--- config.mk ---
export PLATFORM = sky130hd
export DESIGN_NAME = multdiv_unit
export DESIGN_NICKNAME = d
export VERILOG_FILES = /design/src/rtl/multdiv_pkg.sv /design/src/rtl/multdiv_datapath.sv /design/src/rtl/multdiv_unit.sv
export SDC_FILE = /design/constraint.sdc
export NUM_CORES = 1
export LEC_CHECK = 0
export ABC_AREA = 1
export BUFFER_PORTS_ARGS = -buffer_cell sky130_fd_sc_hd__buf_2
export CAP_MARGIN = 20
export CORE_ASPECT_RATIO = 0.75
export CORE_MARGIN = 2
export CORE_UTILIZATION = 53
export DETAILED_ROUTE_END_ITERATION = 8
export GPL_TIMING_DRIVEN = 0
export PLACE_DENSITY = 0.79
export SKIP_CTS_REPAIR_TIMING = 1
export SYNTH_ARGS = -nofsm -noshare
export SYNTH_HDL_FRONTEND = slang
export SYNTH_HIERARCHICAL = 1
export SYNTH_SLANG_ARGS = --single-unit
--- constraint.sdc ---
create_clock -name clock -period 3.25 [get_ports clock]
set_clock_uncertainty 0.2 [all_clocks]
set_input_delay 0.65 -clock clock [delete_from_list [all_inputs] [get_ports clock]]
set_output_delay 0.65 -clock clock [all_outputs]
set_load 0.05 [all_outputs]
--- src/rtl/multdiv_pkg.sv ---
// Shared types and constants for the iterative multiply/divide unit.
package multdiv_pkg;
  localparam int DEF_WIDTH = 32;
  localparam logic [DEF_WIDTH-1:0] INT_MIN = {1'b1, {(DEF_WIDTH-1){1'b0}}};

  typedef enum logic [1:0] {IDLE, RUN, DONE} stateE;
  typedef enum logic {OP_MULT, OP_DIV} opE;
endpackage

--- src/rtl/multdiv_datapath.sv ---
// Magnitude shift-add multiplier / restoring divider, one step per cycle, with sign fix-up.
module multdiv_datapath
  import multdiv_pkg::*;
#(
  parameter int WIDTH = DEF_WIDTH,
  parameter int CNT_W = 6
) (
  input  logic             clock,
  input  logic             load,
  input  logic             stepEn,
  input  logic             opSel,
  input  logic [WIDTH-1:0] operandA,
  input  logic [WIDTH-1:0] operandB,
  input  logic [CNT_W-1:0] count,
  output logic             doneCount,
  output logic [WIDTH-1:0] result,
  output logic             exception
);

  // acc is the product high word or the WIDTH+1-bit partial remainder; sreg is the product
  // low word / multiplier, or the dividend being shifted out as quotient bits shift in.
  logic [WIDTH:0]     acc;
  logic [WIDTH-1:0]   sreg;
  logic [WIDTH-1:0]   magB;
  opE                 opReg;
  logic               negRes;
  logic               divZero;

  logic [WIDTH-1:0]   inMagA;
  logic [WIDTH-1:0]   inMagB;
  logic [WIDTH:0]     mulSum;
  logic [WIDTH:0]     divShift;
  logic [WIDTH+1:0]   divDiff;
  logic [2*WIDTH-1:0] prod;
  logic [WIDTH-1:0]   quot;

  function automatic logic [2*WIDTH-1:0] applySign(input logic [2*WIDTH-1:0] mag, input logic neg);
    return neg ? (~mag + 1'b1) : mag;
  endfunction

  assign inMagA    = operandA[WIDTH-1] ? (~operandA + 1'b1) : operandA;
  assign inMagB    = operandB[WIDTH-1] ? (~operandB + 1'b1) : operandB;
  assign doneCount = (count == CNT_W'(WIDTH));

  assign mulSum   = {1'b0, acc[WIDTH-1:0]} + (sreg[0] ? {1'b0, magB} : {(WIDTH+1){1'b0}});
  assign divShift = {acc[WIDTH-1:0], sreg[WIDTH-1]};
  assign divDiff  = {1'b0, divShift} - {2'b00, magB};

  always_ff @(posedge clock) begin
    if (load) begin
      acc     <= '0;
      sreg    <= inMagA;
      magB    <= inMagB;
      opReg   <= opE'(opSel);
      negRes  <= operandA[WIDTH-1] ^ operandB[WIDTH-1];
      divZero <= (operandB == '0);
    end else if (stepEn) begin
      if (opReg == OP_MULT) begin
        acc  <= {1'b0, mulSum[WIDTH:1]};
        sreg <= {mulSum[0], sreg[WIDTH-1:1]};
      end else if (!divDiff[WIDTH+1]) begin
        acc  <= divDiff[WIDTH:0];
        sreg <= {sreg[WIDTH-2:0], 1'b1};
      end else begin
        acc  <= divShift;
        sreg <= {sreg[WIDTH-2:0], 1'b0};
      end
    end
  end

  assign prod = applySign({acc[WIDTH-1:0], sreg}, negRes);
  assign quot = negRes ? (~sreg + 1'b1) : sreg;

  // A positive quotient with the top bit set can only be INT_MIN / -1.
  always_comb begin
    result    = '0;
    exception = 1'b0;
    if (opReg == OP_MULT) begin
      result    = prod[WIDTH-1:0];
      exception = (prod[2*WIDTH-1:WIDTH] != {WIDTH{prod[WIDTH-1]}});
    end else if (divZero) begin
      result    = '0;
      exception = 1'b1;
    end else begin
      result    = quot;
      exception = !negRes && sreg[WIDTH-1];
    end
  end

endmodule

--- src/rtl/multdiv_unit.sv ---
// Iterative signed multiply/divide unit: control FSM, iteration counter and result registers.
module multdiv_unit
  import multdiv_pkg::*;
#(
  parameter int WIDTH = DEF_WIDTH,
  parameter int CNT_W = 6
) (
  input  logic             clock,
  input  logic             ctrl_reset_n,
  input  logic             ctrl_MULT,
  input  logic             ctrl_DIV,
  input  logic [WIDTH-1:0] data_operandA,
  input  logic [WIDTH-1:0] data_operandB,
  output logic [WIDTH-1:0] data_result,
  output logic             data_exception,
  output logic             data_resultRDY,
  output logic             busy
);

  stateE            state;
  stateE            nextState;
  logic [CNT_W-1:0] counter;
  logic             startAny;
  logic             doneCount;
  logic             stepEn;
  logic             finish;
  logic [WIDTH-1:0] dpResult;
  logic             dpException;

  assign startAny = ctrl_MULT | ctrl_DIV;
  assign stepEn   = (state == RUN) && !startAny && !doneCount;
  assign finish   = (state == RUN) && !startAny && doneCount;
  assign busy     = (state != IDLE);

  always_comb begin
    nextState = state;
    case (state)
      IDLE:    if (startAny) nextState = RUN;
      RUN:     if (startAny) nextState = RUN;
               else if (doneCount) nextState = DONE;
      DONE:    nextState = startAny ? RUN : IDLE;
      default: nextState = IDLE;
    endcase
  end

  // A start in any state reloads the datapath, so an aborted operation never finishes.
  always_ff @(posedge clock or negedge ctrl_reset_n) begin
    if (!ctrl_reset_n) begin
      state          <= IDLE;
      counter        <= '0;
      data_result    <= '0;
      data_exception <= 1'b0;
      data_resultRDY <= 1'b0;
    end else begin
      state          <= nextState;
      data_resultRDY <= finish;
      if (startAny || (state != RUN)) counter <= '0;
      else if (stepEn) counter <= counter + CNT_W'(1);
      if (finish) begin
        data_result    <= dpResult;
        data_exception <= dpException;
      end
    end
  end

  multdiv_datapath #(
    .WIDTH(WIDTH),
    .CNT_W(CNT_W)
  ) u_datapath (
    .clock     (clock),
    .load      (startAny),
    .stepEn    (stepEn),
    .opSel     (!ctrl_MULT),
    .operandA  (data_operandA),
    .operandB  (data_operandB),
    .count     (counter),
    .doneCount (doneCount),
    .result    (dpResult),
    .exception (dpException)
  );

endmodule

==> results.yml <==
outcome:
  status: "complete, no violations"
grt:
  use_met1_pct: 62.7
  grt_max_degree: 43
  use_met2_pct: 49.3
  use_met3_pct: 13.0
  grt_overflow: 0
  busiest_layer: "met1"
  grt_pass1_wl_um: 85100
  grt_pass1_vias: 14626
  grtUsageTotal_pct: 39.1
  antenna_found_initial: 0
timing:
  setup_viol: 0
  max-slew-margin-rel_pct: 37.6
  fin_hold_ws_ps: 149
  worst_pin_slew_ps: 936
  post-route-period-util_pct: 98.6
  rsz0062_at_grt: "true"
  fmax_mhz: 312
  fin_crit_ps: 3200
  finalMaxSlewViolations: 0
  hold_violations: 0
  worst_slack_ps: 46.8
route:
  postRouteAntennaNets: 0
  drcViolationCount: 0
  first_iter_violations: 2398
  drt_wl_total_um: 57300
  num_vias: 16916
  dr.pass1.iters: 8
  routedWlPerCell_um: 20.3
  via_per_inst: 6.00
finish:
  register_area_um2: 3730
  layout-drive-gt1-share_pct: 11.3
  final_core_util_pct: 60.5
  multi_input_comb_area_um2: 9360
  antennaDiodeCount: 0
  finalNonFillerCells: 2820
  syn_to_final_growth_pct: 13.3
  layout.nets: 2594
  fill_cells: 2627
synthesis:
  synth_cells: 2325
  synth_area_um2: 14300
  yosys_warnings: 6
  synthTopCellsByArea: "nand2_1 17%, edfxtp_1 14%, nor2_1 7.5%"
  ys_types: 53
  synth_most_common_cell: "nand2_1"
  synth-edff-count: 67
  synth_top_area_cell: "nand2_1"
  async_flop_share_pct: 29.8
  synth.avg_cell_area_um2: 6.14
  synth_top_area_share_pct: 16.6
  synth_flop_cell: "edfxtp_1"
  yosys-top-cells-count: "633 x nand2_1, 286 x nor2_1, 285 x inv_1"
  yosysSeqAreaShare_pct: 25.9
  synth_seq_cells: 141
  synth_nets: 2463
clocking:
  cts_tree: "done"
  clk_pin_slew_worst_paths_ps: 70
  cts_buffers: 17
  clockRootBuffer: "clkbuf_16"
  clk_latency_ps: 440
  clock_sinks: 141
  clock_path_buffers: 2
  htree_levels: 4
worst_setup_path:
  cp_num_buf_inv: 4
  end_kind: "flip-flop"
  worstPathRequired_ps: 3380
  cp-start-kind: "flip-flop"
  crit_fanout: 10
  crit_top_cell: "nand2_1"
  worstSetupPathType: "flip-flop to flip-flop"
  cp_slowest_cell: "edfxtp_1"
  cp_num_cells: 19
  worstPathArrival_ps: 3330
  slowest_delay_ps: 340
  reg2reg_depth: 19
  crit_chain: "buf_6, buf_4, nand2_1, inv_1, ha_1, fa_2, nand3_2, a21oi_1, nor2_1, o21ai_2, nand2_1, nand2_2, nand4_1, nand2_1, nand2_1, nand3_1, nand3_1, nand2_1, inv_1"
  critical_path.top_delay_family: "simple AND/OR/NAND/NOR gates"
power:
  leakagePower_nw: 8.12
  combPwrFrac_pct: 33.6
  p_seq_share_pct: 34.3
  pwr-share-clk_pct: 32.1
  switching_power_mw: 2.54
  p_int_mw: 3.80
  p_per_area_nw_per_um2: 392
  p_sw_share_pct: 40.0
  vdd_ir_drop_max_uv: 364
hold_path:
  hold_path.class: "input pin to asynchronous set/reset pin"
placed_design:
  placed_cells: 2779
  place_congestion: 1.03
  pre_cts_slack_ps: -453
  dp_hpwl_um: 46900
  io_buffer_count: 102
floorplan:
  num_rows: 52
  io_pins: 103
  fp.dieW_um: 194
  dieArea_um2: 28300
  start_util_pct: 53.4
  chipHeight_um: 146
  core_um2: 26700
flow_run:
  max-cap-violations: 0
==> registers in the layout (all words and copies together) (netlist names), 2 cells and up <==
| signal | cells |
|---|---|
| state | 2 |
| u_datapath/acc | 32 |
| u_datapath/sreg | 32 |
| data_result | 32 |
| u_datapath/magB | 32 |
| counter | 6 |
==> cells by family after synthesis <==
family	Yosys count	share of synthesized area [%]
XOR/XNOR	70	4.29
AND/OR/NAND/NOR	1221	36.2
flip-flops	141	25.9
buffers and inverters	362	10.1
adder cells (fa/ha/maj)	70	6.24
multiplexers	1	0.0701
AO/OA/AOI/OAI	460	17.1
==> final timing paths <==
check	startpoint	endpoint	slack [ps]
max reg2reg	u_datapath/sreg[0]	u_datapath/acc[27]	50
max	u_datapath/sreg[0]	u_datapath/acc[27]	50
min in group clock	data_operandB[0]	u_datapath/magB[0]	240
min	ctrl_reset_n	data_result[4]	150
max in group asynchronous	ctrl_reset_n	counter[1]	2120
min reg2reg	data_result[6]	data_result[6]	280
==> cell type report <==
class | count | share of cell area, %
inverters | 292 | 6.85
clock inverters | 14 | 0.966
repair buffers | 112 | 3.69
plain buffers | 70 | 2.22
flip-flops and latches | 141 | 23.1
multi-input cells | 1822 | 57.8
clock buffers | 18 | 2.65
well taps | 351 | 2.71
==> cell usage in the layout, fill, tap and decap left out, drive strengths merged, types with 9 or more instances in the layout <==
cell	n
nand4	43
a21oi	208
o211ai	17
o21ai	197
xor2	45
nor2	298
clkbuf	53
xnor2	25
o21a	9
or2	10
edfxtp	67
ha	68
nand3b	9
buf	147
inv	294
dfrtp	42
dfxtp	32
nand3	151
nor3	54
nand2	642
==> power by group through the flow <==
stage | Sequential [mW] | Combinational (mW) | Clock [mW]
finish | 2.17 | 2.13 | 2.04
global route | 2.18 | 2.31 | 2.12
CTS | 2.16 | 2.00 | 2.05
detailed placement | 2.20 | 1.98 | 0
global placement | 2.20 | 1.94 | 0
floorplan | 2.13 | 1.37 | 0
==> layer usage <==
layer  share of wire (%)  vias up  routed length, um
li1                    -     7920                  -
met1                  46     7823              26400
met2                  37     1088              21300
met3                  15       85               8720
met4                 1.6        0                902
met5                   0        -                  0
==> metrics by stage <==
step / TNS (ps) / cell area, um2 / power [mW]
2_1_floorplan: 0 / 14300 / 3.49
4_1_cts: -18930 / 15800 / 6.21
6_report: 0 / 16200 / 6.34
3_5_place_dp: -17710 / 15300 / 4.18
5_1_grt: -416 / 16200 / 6.61
3_3_place_gp: -47620 / 15200 / 4.14
Note: power is estimated with default switching activity, not from simulation.
